==> config.mk <==
export PLATFORM = sky130hd
export DESIGN_NAME = fetch_stage_flat
export DESIGN_NICKNAME = d
export VERILOG_FILES = /design/src/rtl/qx1_pkg.sv /design/src/rtl/fetch_stage_if.sv /design/src/rtl/fetch_buffer.sv /design/src/rtl/fetch_stage.sv /design/src/flat_wrapper.sv
export SDC_FILE = /design/constraint.sdc
export NUM_CORES = 1
export LEC_CHECK = 0
export ABC_AREA = 1
export ABC_CLOCK_PERIOD_IN_PS = 8800
export BUFFER_PORTS_ARGS = -buffer_cell sky130_fd_sc_hd__buf_2
export CAP_MARGIN = 20
export CORE_MARGIN = 2
export CORE_UTILIZATION = 57
export CTS_CLUSTER_DIAMETER = 150
export CTS_CLUSTER_SIZE = 24
export DETAILED_ROUTE_END_ITERATION = 7
export GPL_TIMING_DRIVEN = 0
export PLACE_DENSITY = 0.95
export SETUP_SLACK_MARGIN = 0.3
export SYNTH_ARGS = -nofsm -noshare
export SYNTH_HDL_FRONTEND = slang
export SYNTH_SLANG_ARGS = --single-unit
export TNS_END_PERCENT = 1
==> constraint.sdc <==
create_clock -name clk -period 8.8 [get_ports clk]
set_input_delay 0.88 -clock clk [delete_from_list [all_inputs] [get_ports clk]]
set_output_delay 0.88 -clock clk [all_outputs]
set_load 0.05 [all_outputs]
==> src/rtl/qx1_pkg.sv <==
// Shared types and constants for the qx1 front end.
// Instruction and address words are both XLEN bits; PCs are always even.
package qx1_pkg;

  localparam int XLEN = 16;

  typedef logic [XLEN-1:0] instr_t;
  typedef logic [XLEN-1:0] addr_t;

  localparam addr_t PC_STEP = addr_t'(2);

  typedef struct packed {
    instr_t instr;
    addr_t  pc;
  } entry_t;

  // Instructions are halfword aligned, so bit 0 of any target is dropped.
  function automatic addr_t align_pc(addr_t a);
    return a & ~(addr_t'(1));
  endfunction

endpackage

==> src/rtl/fetch_stage_if.sv <==
// Fetch-stage bus: fetch control, instruction-memory port and decode handshake.
// master is the fetch stage, slave is the memory/decode side.
interface fetch_stage_if;
  import qx1_pkg::*;

  logic   fetch_en;
  logic   redirect_valid;
  addr_t  redirect_pc;
  addr_t  pc;
  instr_t instruction;
  logic   out_valid;
  logic   out_ready;
  instr_t out_instr;
  addr_t  out_pc;

  modport master (
    input  fetch_en,
    input  redirect_valid,
    input  redirect_pc,
    output pc,
    input  instruction,
    output out_valid,
    input  out_ready,
    output out_instr,
    output out_pc
  );

  modport slave (
    output fetch_en,
    output redirect_valid,
    output redirect_pc,
    input  pc,
    output instruction,
    input  out_valid,
    output out_ready,
    input  out_instr,
    input  out_pc
  );

endinterface

==> src/rtl/fetch_buffer.sv <==
// Two-entry instruction FIFO with a fixed head slot so the head outputs come
// straight from flops. Push and pop may happen together even when full.
module fetch_buffer
  import qx1_pkg::*;
#(
  parameter int DEPTH = 2
) (
  input  logic       clk,
  input  logic       rst,
  input  logic       push,
  input  logic       pop,
  input  logic       flush,
  input  instr_t     push_instr,
  input  addr_t      push_pc,
  output logic [1:0] count,
  output logic       head_valid,
  output instr_t     head_instr,
  output addr_t      head_pc
);

  localparam logic [1:0] FULL = 2'(DEPTH);

  entry_t head;
  entry_t tail;
  entry_t incoming;
  logic   do_pop;
  logic   do_push;

  assign incoming = '{instr: push_instr, pc: push_pc};

  // Guards make underflow and overflow impossible regardless of the caller.
  assign do_pop  = pop && (count != 2'd0) && !flush;
  assign do_push = push && !flush && ((count != FULL) || do_pop);

  always_ff @(posedge clk) begin
    if (rst || flush) begin
      count <= 2'd0;
    end else begin
      case ({do_push, do_pop})
        2'b10:   count <= count + 2'd1;
        2'b01:   count <= count - 2'd1;
        default: count <= count;
      endcase
    end
  end

  // Data slots carry no reset; validity is tracked by count alone.
  always_ff @(posedge clk) begin
    if (do_pop) begin
      if (do_push && (count == 2'd1)) head <= incoming;
      else                            head <= tail;
    end else if (do_push && (count == 2'd0)) begin
      head <= incoming;
    end

    if (do_push && (((count == 2'd1) && !do_pop) || ((count == FULL) && do_pop))) begin
      tail <= incoming;
    end
  end

  assign head_valid = (count != 2'd0);
  assign head_instr = head.instr;
  assign head_pc    = head.pc;

endmodule

==> src/rtl/fetch_stage.sv <==
// Fetch stage: owns the PC, decides push/pop/flush and feeds fetch_buffer.
// A redirect flushes the buffer and retargets the PC; no fetch happens that cycle.
module fetch_stage
  import qx1_pkg::*;
#(
  parameter addr_t RESET_PC = 16'h0000,
  parameter int    DEPTH    = 2
) (
  input logic          clk,
  input logic          rst,
  fetch_stage_if.master bus
);

  localparam logic [1:0] FULL = 2'(DEPTH);

  addr_t      pc_q;
  logic [1:0] count;
  logic       head_valid;
  instr_t     head_instr;
  addr_t      head_pc;
  logic       push;
  logic       pop;
  logic       flush;

  assign flush = bus.redirect_valid && !rst;
  assign pop   = head_valid && bus.out_ready && !bus.redirect_valid && !rst;
  assign push  = bus.fetch_en && !bus.redirect_valid && !rst
               && ((count != FULL) || pop);

  always_ff @(posedge clk) begin
    if (rst) begin
      pc_q <= align_pc(RESET_PC);
    end else if (bus.redirect_valid) begin
      pc_q <= align_pc(bus.redirect_pc);
    end else if (push) begin
      pc_q <= pc_q + PC_STEP;
    end
  end

  fetch_buffer #(
    .DEPTH (DEPTH)
  ) u_buffer (
    .clk        (clk),
    .rst        (rst),
    .push       (push),
    .pop        (pop),
    .flush      (flush),
    .push_instr (bus.instruction),
    .push_pc    (pc_q),
    .count      (count),
    .head_valid (head_valid),
    .head_instr (head_instr),
    .head_pc    (head_pc)
  );

  assign bus.pc        = pc_q;
  assign bus.out_valid = head_valid;
  assign bus.out_instr = head_instr;
  assign bus.out_pc    = head_pc;

endmodule

==> src/flat_wrapper.sv <==
// flat-port wrapper written by rule: the top's interface ports become plain ports
module fetch_stage_flat import qx1_pkg::*;
#(
  parameter addr_t RESET_PC = 16'h0000,
  parameter int    DEPTH    = 2
)
  (clk, rst, bus_fetch_en, bus_redirect_valid, bus_redirect_pc, bus_pc, bus_instruction, bus_out_valid, bus_out_ready, bus_out_instr, bus_out_pc);
  fetch_stage_if bus_i ();
  input logic clk;
  input logic rst;
  input wire logic [$bits(bus_i.fetch_en)-1:0] bus_fetch_en;
  input wire logic [$bits(bus_i.redirect_valid)-1:0] bus_redirect_valid;
  input wire logic [$bits(bus_i.redirect_pc)-1:0] bus_redirect_pc;
  output wire logic [$bits(bus_i.pc)-1:0] bus_pc;
  input wire logic [$bits(bus_i.instruction)-1:0] bus_instruction;
  output wire logic [$bits(bus_i.out_valid)-1:0] bus_out_valid;
  input wire logic [$bits(bus_i.out_ready)-1:0] bus_out_ready;
  output wire logic [$bits(bus_i.out_instr)-1:0] bus_out_instr;
  output wire logic [$bits(bus_i.out_pc)-1:0] bus_out_pc;
  assign bus_i.fetch_en = bus_fetch_en;
  assign bus_i.redirect_valid = bus_redirect_valid;
  assign bus_i.redirect_pc = bus_redirect_pc;
  assign bus_pc = bus_i.pc;
  assign bus_i.instruction = bus_instruction;
  assign bus_out_valid = bus_i.out_valid;
  assign bus_i.out_ready = bus_out_ready;
  assign bus_out_instr = bus_i.out_instr;
  assign bus_out_pc = bus_i.out_pc;
  fetch_stage #(.RESET_PC(RESET_PC), .DEPTH(DEPTH)) u_core (.clk(clk), .rst(rst), .bus(bus_i));
endmodule
==> out/metrics.cfg, run 1 <==
[critical_path]
end_kind=flop
critPathMaxFanout=19
cp.arrival_ns=2.57
critPathTopFamily=buffers and inverters
critPathSlowestCell=a211oi_4
crit_top_cell=inv_1
path_cells=inv_1, ha_1, inv_1, nand3_1, inv_2, nor2_1, a211oi_4, buf_16
worstSetupPathType=reg2reg
crit_path_start_kind=flop
crit_buf_inv=4
crit_path_max_incr_delay_ns=0.64
crit_required_ns=8.86

[cts]
clk_pin_slew_worst_paths_ns=0.08
hold_buffers=0
clkLatencyLatePin_ns=0.35
cts_buffer_depth=2
post-cts-setup-buffers=0
cts_resized=0
cts_buffers=9
cts_root_buf=clkbuf_8
cts_max_level=3
tritoncts=built
clock-sinks=79

[detailed_routing]
routedWlPerCell_um=14.8
drt_iter0_markers=205
vias=2861
ant_nets=0
vias_per_cell=5.38
drc=0
drtPass1Iterations=5
wirelength_mm=7.87

[timing]
rsz0062_at_grt=false
tightest_slew_ns=0.995
skew_ns=0.00530
hold_viol=0
setup_viol=0
tns_ns=0
drv_slew=0
slew_headroom_pct=33.4
fmax_ghz=0.399
fin_crit_sh_pct=28.5
post-route-min-period_ns=2.50

[synth]
synth.largest_area_cell=edfxtp_1
yosys.cell_types.count=27
synth_top_area_share_pct=52.3
yosysSeqAreaShare_pct=61.9
ys_warn_count=0
syn_area_um2=3560
syn_area_per_cell_um2=9.96
netlist_instances=357
synth.area.top_cells=edfxtp_1 (52%), nand2_1 (10%), dfxtp_1 (9.6%), nand3_1 (6.0%), nor2_1 (3.4%)
synth-seq-cells=79

[placed_design]
placed_area_um2=4120
hpwl_mm=5.60
port_buffers=82
gp_congestion=0.913

[global_routing]
grt-ovfl-total=0
grt_max_degree=32
grt_pass1_wl_mm=12.7
grt_pass1_vias=2663
grtUsageTotal_pct=23.4
antenna_found_initial=0

[power_and_ir_drop]
p_int_mw=0.551
clkPwrFrac_pct=31.1
p_total_mw=0.759
p_seq_share_pct=56.0
ir_drop_mv=0.103
combPwrFrac_pct=12.9
power.switching_mw=0.209
powerDensity_nw_per_um2=177
leakage_nw=1.86
sw_frac_of_total_pct=27.5

[die]
start_util_pct=59.4
rows=28
die_x_um=83.0
die_h_um=83.0
io_pins=86
core-area_um2=5990
die-area_um2=6890

[final_layout]
final_cell_area_um2=4280
area_growth_pct=20.4
drive_gt1_share_pct=28.9
fin_nets=494
layout_commonest_cell=nand2_1
nFillCells=422
layout_common_cells=nand2_1 (96), buf_2 (89), edfxtp_1 (62), nand3_1 (43), nor2_1 (32)
diodes=0

[status]
status=finished clean

[min_path]
hold_path.class=reg2reg

[flow_run]
drv_cap=0

-- worst register-to-register path, cell delays in order (launching register included) --
cell and delay [ns]:
dfxtp_1 0.40, inv_1 0.09, ha_1 0.21, inv_1 0.15
nand3_1 0.18, inv_2 0.21, nor2_1 0.10, a211oi_4 0.64
buf_16 0.24
-- power by group through the flow --
| stage | sequential (mW) | clock (mW) | combinational, mW |
|---|---|---|---|
| floorplan | 0.466 | 0 | 0.0352 |
| global placement | 0.434 | 0 | 0.0936 |
| detailed placement | 0.434 | 0 | 0.0977 |
| CTS | 0.425 | 0.239 | 0.0983 |
| global route | 0.427 | 0.253 | 0.106 |
| finish | 0.425 | 0.236 | 0.0981 |
-- area by class of cell --
class                           instances  area (µm²)  area share [%]
Multi-Input combinational cell        234        1160            27.2
Buffer                                 15         106            2.48
Tap cell                               75        93.8            2.19
Inverter                               30         113            2.63
Clock buffer                           12         145            3.39
Sequential cell                        79        2200            51.4
Timing Repair Buffer                   83         438            10.2
Clock inverter                          4        22.5           0.526
-- path summary, 6_finish.rpt --
path,startpoint,end,slack (ns),cells past startpoint
setup / recovery,u_core.u_buffer.count[0]$_SDFFE_PP0P_,u_core.u_buffer.tail[21]$_DFFE_PP_,6.30,8
hold / removal,u_core.bus.pc[15]$_SDFFE_PP0P_,u_core.u_buffer.tail[15]$_DFFE_PP_,0.52,0
setup reg to reg,u_core.u_buffer.count[0]$_SDFFE_PP0P_,u_core.u_buffer.tail[21]$_DFFE_PP_,6.30,8
hold reg to reg,u_core.bus.pc[15]$_SDFFE_PP0P_,u_core.u_buffer.tail[15]$_DFFE_PP_,0.52,0
-- cell usage after synthesis --
library cell and count:
a211oi_1 1, a21oi_1 16, a21oi_2 9, a22oi_1 1, a31oi_1 1, buf_2 7
buf_4 5, buf_6 3, conb_1 1, dfxtp_1 17, edfxtp_1 62, ha_1 5
inv_1 28, inv_2 2, mux2i_1 1, nand2_1 96, nand2_2 3, nand2_4 1
nand3_1 43, nand4_1 4, nor2_1 32, nor2_2 1, nor2_4 2, o211ai_1 1
o21ai_0 10, o21bai_1 1, xor2_1 4
-- flip-flops by register name, indices dropped and copies added (netlist names) --
| signal | cells |
|---|---|
| u_core.bus.pc | 15 |
| u_core.u_buffer.tail | 31 |
| u_core.u_buffer.count | 2 |
| u_core.u_buffer.head_pc | 15 |
| u_core.u_buffer.head_instr | 16 |
-- metrics by stage --
stage	utilization (%)	hold slack (ns)	std cells	setup WS (ns)
after floorplan	-	0.447	358	4.59
after global placement	67.9	0.464	515	3.56
after detailed placement	68.7	0.508	516	5.97
after CTS	71.5	0.524	532	6.29
after global routing	71.5	0.539	532	6.10
final	71.5	0.520	532	6.30
-- logic make-up after synthesis --
| family | share of synthesized area [%] |
|---|---|
| compound gates | 6.89 |
| xor+xnor | 0.985 |
| fa+ha+maj | 1.76 |
| buf+inv | 6.16 |
| flops | 61.9 |
| mux | 0.281 |
| other cells | 0.105 |
| simple gates | 21.9 |
-- metal layers --
metal,vias to the layer above,global-route usage (%),part of all wire [%]
met5,-,0,0
met4,0,11.3,2.5
met3,22,5.86,8.6
met2,158,39.0,48
met1,1292,28.6,41
li1,1389,-,-
Note: power is estimated with default switching activity, not from simulation.
==> run 2: changes to the inputs <==
- ABC_CLOCK_PERIOD_IN_PS: 8800 -> 2400
- CORE_UTILIZATION: 57 -> 53
- PLACE_DENSITY: 0.95 -> 0.91
- clock period: 8.8 -> 2.4 ns (I/O delays scaled with it)
==> run 2 against run 1 <==
Against the previous run:
- fmax grew 23%
- first-iteration DRC count fell by 5.4%
- clock-buffer cell count grew 1
- die area is 7.2% higher
- sequential share of layout area decreased by 1.3 points
- routed wire length is 4.0% higher
- largest cell class unchanged
- largest power group unchanged
- highest routed layer unchanged
==> out/metrics.cfg, run 2 (synthesis gave the netlist of run 1 again) <==
[critical_path]
crit_path_max_incr_delay_ns=0.37
worst-r2r-cell-count=9
critPathSlowestCell=dfxtp_2
critPathLaunch=u_core.u_buffer.count[0]$_SDFFE_PP0P_
worstSetupPathDepth=9
r2r-start=u_core.u_buffer.count[0]$_SDFFE_PP0P_
crit_required_ns=2.46
critPathTopFamily=buffers and inverters
endpoint=u_core.u_buffer.tail[7]$_DFFE_PP_
r2r_setup_slack_ns=0.37
crit_path_start_kind=flop
crit_buf_inv=4
path_cells=inv_2, ha_4, clkinvlp_4, nand2_1, nand2_1, nand2_2, buf_6, a211oi_4, buf_4
critPathMaxFanout=11
end_kind=flop
crit_top_cell=nand2_1
cp.arrival_ns=2.10
rr_endpoint=u_core.u_buffer.tail[7]$_DFFE_PP_
worstSetupPathType=reg2reg

[cts]
clock-sinks=79
clkLatencyLatePin_ns=0.36
tritoncts=built
cts_buffer_depth=2
cts_buffers=9
cts_root_buf=clkbuf_8
hold_buffers=0
cts_max_level=3
clk_pin_slew_worst_paths_ns=0.08

[final_layout]
diodes=0
layout_common_cells=nand2_1 (96), buf_2 (89), edfxtp_1 (62), nand3_1 (42), nor2_1 (32)
fin_nets=499
nFillCells=467
regMostFlops=u_core.u_buffer.tail
drive_gt1_share_pct=31.2
layoutNonFillerInstCount=539
largest_reg_flops=31
area_growth_pct=23.7
layout_commonest_cell=nand2_1
final_cell_area_um2=4400
multi_input_area_um2=1200
layout.area.seq_um2=2200

[status]
status=finished clean

[die]
io_pins=86
start_util_pct=55.4
die-area_um2=7380
die_x_um=85.9
rows=29
core-area_um2=6420
die_h_um=85.9

[global_routing]
grt-ovfl-total=0
top_usage_layer=met2
grt_pass1_vias=2656
met3_usage_pct=5.29
globalRouteMet2Util_pct=36.9
grt_pass1_wl_mm=12.4
antenna_found_initial=0
grt_max_degree=32
met1_usage_pct=27.5
grtUsageTotal_pct=21.8

[timing]
post-route-min-period_ns=2.03
setup_slack_ns=0.367
drv_slew=0
hold_viol=0
tns_ns=0
fmax_ghz=0.492
setup_viol=0
slew_headroom_pct=61.4
rsz0062_at_grt=true
skew_ns=0.00813
tightest_slew_ns=0.576
fin_crit_sh_pct=84.7

[power_and_ir_drop]
p_total_mw=2.94
combPwrFrac_pct=12.6
sw_frac_of_total_pct=26.5
p_int_mw=2.16
ir_drop_mv=0.318
powerDensity_nw_per_um2=669
leakage_nw=1.89
p_seq_share_pct=53.0
clkPwrFrac_pct=34.4
power.switching_mw=0.780

[detailed_routing]
wirelength_mm=8.19
routedWlPerCell_um=15.2
drc=0
vias=2884
vias_per_cell=5.35
drt_iter0_markers=194
ant_nets=0
drtPass1Iterations=5

[min_path]
hold_path.class=in2reg
holdPathStages=1
hold_start=bus_instruction[9]

[placed_design]
dp_slack_ns=0.0991
dpl.cell_count=518
placed_area_um2=4140
hpwl_mm=5.49
gp_congestion=0.915
port_buffers=82

[flow_run]
drv_cap=0

run 2: worst min path at each step:
stage / end / slack, ns
after global placement: u_core.u_buffer.tail[31]$_DFFE_PP_ / 0.43
after floorplan: u_core.u_buffer.tail[16]$_DFFE_PP_ / 0.34
after detailed placement: u_core.u_buffer.tail[25]$_DFFE_PP_ / 0.44
after CTS: u_core.u_buffer.tail[25]$_DFFE_PP_ / 0.06
after global routing: u_core.u_buffer.tail[25]$_DFFE_PP_ / 0.06
final: u_core.u_buffer.tail[25]$_DFFE_PP_ / 0.07
run 2: per-layer routing:
| metal | part of all wire (%) | up-vias |
|---|---|---|
| met5 | 0 | - |
| met4 | 0.95 | 0 |
| met3 | 8.5 | 9 |
| met2 | 50 | 147 |
| met1 | 40 | 1326 |
| li1 | - | 1402 |
run 2: final cells by class:
class	instances	share of cell area (%)
multi-input cells	235	27.4
inverters	30	2.70
well taps	77	2.19
clock buffers	13	3.61
clock inverters	3	0.967
repair buffers	87	10.6
flip-flops and latches	79	50.1
plain buffers	15	2.42
run 2: power by group through the flow:
stage               clock (mW)  combinational (mW)  sequential, mW
floorplan                    0               0.134            1.71
global placement             0               0.351            1.59
detailed placement           0               0.362            1.59
CTS                       1.02               0.364            1.56
global route              1.08               0.400            1.56
finish                    1.01               0.372            1.56
run 2: worst reg2reg max path, stage by stage (launching register included):
cell        delay (ns)
dfxtp_2           0.37
inv_2             0.06
ha_4              0.16
clkinvlp_4        0.17
nand2_1           0.07
nand2_1           0.08
nand2_2           0.09
buf_6             0.17
a211oi_4          0.33
buf_4             0.25
run 2: repair_timing:
| item | in CTS | in global routing |
|---|---|---|
| pin swaps | 1 | 1 |
| hold endpoints to repair | 0 | 0 |
| gates resized for setup | 0 | 1 |
| setup buffers | 3 | 1 |
| endpoints found under the setup margin | 62 | 31 |
| cloned | 0 | 1 |
run 2: stage by stage:
| step | util (%) | hold slack [ns] |
|---|---|---|
| 2_1_floorplan | - | 0.339 |
| 3_3_place_gp | 64.1 | 0.432 |
| 3_5_place_dp | 64.5 | 0.435 |
| 4_1_cts | 68.0 | 0.0615 |
| 5_1_grt | 68.5 | 0.0552 |
| 6_report | 68.5 | 0.0658 |
==> run 3: changes to the inputs <==
- ABC_CLOCK_PERIOD_IN_PS: 2400 -> 1900
- clock period: 2.4 -> 1.9 ns (I/O delays scaled with it)
==> run 3 against run 2 <==
Against the previous run:
- the flow now finishes with violations (setup timing)
- global-route usage is 3.1 points higher
- via count is 7.5% higher
- design area is 7.2% higher
- critical path depth stayed put
- fmax is 3.9% higher
- power is 29% higher
- setup slack worse by 0.42 ns
- non-clock buffer count is 21 higher
- critical path type unchanged
- critical endpoint is now u_core.u_buffer.tail[13]$_DFFE_PP_
- largest power group unchanged
==> out/metrics.cfg, run 3 (synthesis gave the netlist of run 1 again) <==
[die]
die-area_um2=7380
die_h_um=85.9
die_x_um=85.9
io_pins=86
rows=29
core-area_um2=6420
start_util_pct=55.4

[timing]
drv_slew=0
fmax_ghz=0.511
tns_ns=-0.774
post-route-min-period_ns=1.96
setup_slack_ns=-0.0570
setup_viol=20
rsz0062_at_grt=true
skew_ns=0.00702
fin_crit_sh_pct=103
hold_viol=0
tightest_slew_ns=0.580
slew_headroom_pct=61.2

[final_layout]
largest_reg_flops=31
diodes=0
multi_input_area_um2=1260
fin_nets=520
layout_common_cells=nand2_1 (94), buf_2 (87), edfxtp_1 (62), nand3_1 (41), nor2_1 (27)
drive_gt1_share_pct=37.3
regMostFlops=u_core.u_buffer.tail
layoutNonFillerInstCount=560
nFillCells=414
layout_commonest_cell=nand2_1
layout.area.seq_um2=2210
area_growth_pct=32.6
final_cell_area_um2=4720

[critical_path]
worst-r2r-cell-count=9
rr_endpoint=u_core.u_buffer.tail[13]$_DFFE_PP_
r2r-start=u_core.u_buffer.count[1]$_SDFFE_PP0P_
crit_path_start_kind=flop
end_kind=flop
r2r_setup_slack_ns=-0.06
worstSetupPathType=reg2reg
cp.arrival_ns=2.04
crit_required_ns=1.98
critPathMaxFanout=5

[global_routing]
grt_pass1_vias=2816
grtUsageTotal_pct=24.9
met1_usage_pct=30.3
grt_pass1_wl_mm=13.9
antenna_found_initial=0
grt_max_degree=16
grt-ovfl-total=0
top_usage_layer=met2
globalRouteMet2Util_pct=43.6
met3_usage_pct=5.97

[detailed_routing]
vias_per_cell=5.54
routedWlPerCell_um=17.5
drc=0
wirelength_mm=9.78
ant_nets=0
drt_iter0_markers=312
drtPass1Iterations=5
vias=3101

[placed_design]
hpwl_mm=5.49
dpl.cell_count=518
dp_slack_ns=-0.401
placed_area_um2=4140
gp_congestion=0.915
port_buffers=82

[cts]
cts_root_buf=clkbuf_8
clkLatencyLatePin_ns=0.36
cts_max_level=3
cts_buffer_depth=2
tritoncts=built
cts_buffers=9
clk_pin_slew_worst_paths_ns=0.09
clock-sinks=79

[min_path]
hold_path_end=u_core.u_buffer.tail[30]$_DFFE_PP_
hold_start=bus_instruction[14]
holdPathStages=1
hold_path.class=in2reg

[flow_run]
drv_cap=0

[power_and_ir_drop]
powerDensity_nw_per_um2=806
leakage_nw=2.04
p_total_mw=3.80
ir_drop_mv=0.417

[status]
status=finished with violations
violations=setup timing

run 3: worst max-delay path by stage:
stage	start	end	slack (ns)	cells after the start
after detailed placement	u_core.u_buffer.count[0]$_SDFFE_PP0P_	u_core.u_buffer.tail[17]$_DFFE_PP_	-0.40	9
after global placement	u_core.u_buffer.count[0]$_SDFFE_PP0P_	u_core.u_buffer.head_instr[1]$_DFFE_PP_	-0.71	8
after floorplan	u_core.u_buffer.count[1]$_SDFFE_PP0P_	u_core.u_buffer.tail[10]$_DFFE_PP_	-0.50	6
after global routing	u_core.u_buffer.count[1]$_SDFFE_PP0P_	u_core.u_buffer.tail[13]$_DFFE_PP_	-0.09	10
final	u_core.u_buffer.count[1]$_SDFFE_PP0P_	u_core.u_buffer.tail[13]$_DFFE_PP_	-0.06	9
after CTS	u_core.u_buffer.count[1]$_SDFFE_PP0P_	u_core.u_buffer.tail[7]$_DFFE_PP_	0.05	10
run 3: worst max-delay path: stages, from the launching register on:
cell and delay [ns]:
dfxtp_2 0.37, inv_4 0.05, ha_4 0.16, clkinvlp_4 0.14
nand3_4 0.14, inv_8 0.11, nor2_2 0.05, a211oi_4 0.30
buf_6 0.21, clkbuf_16 0.15
run 3: through the flow:
stage          hold WS [ns]  util [%]
2_1_floorplan         0.289         -
6_report             0.0161      73.4
4_1_cts              0.0115      70.9
5_1_grt              0.0166      73.4
3_3_place_gp          0.382      64.1
3_5_place_dp          0.385      64.5
run 3: routing by layer:
| layer | wire length, µm | share of wire [%] | vias up |
|---|---|---|---|
| met5 | 0 | 0 | - |
| met4 | 272 | 2.8 | 0 |
| met3 | 919 | 9.4 | 34 |
| met2 | 4930 | 50 | 198 |
| met1 | 3650 | 37 | 1425 |
| li1 | - | - | 1444 |
run 3: final cells by class:
type,count,share of cell area [%]
inverters,30,2.68
multi-input cells,235,26.8
repair buffers,108,14.9
clock buffers,13,3.37
clock inverters,3,0.902
flip-flops and latches,79,46.8
well taps,77,2.04
plain buffers,15,2.49
run 3: where the power goes:
part	internal (mW)	total [mW]	switching (mW)
sequential	1.92	1.97	0.0533
clock	0.679	1.31	0.633
combinational	0.156	0.515	0.359
total	2.76	3.80	1.04
run 3: timing repair:
item | in CTS | in global routing
hold buffers | 0 | 0
setup endpoints to repair | 97 | 111
gates cloned | 2 | 2
pin swaps | 3 | 10
gates resized for setup | 12 | 25
buffers inserted | 15 | 7
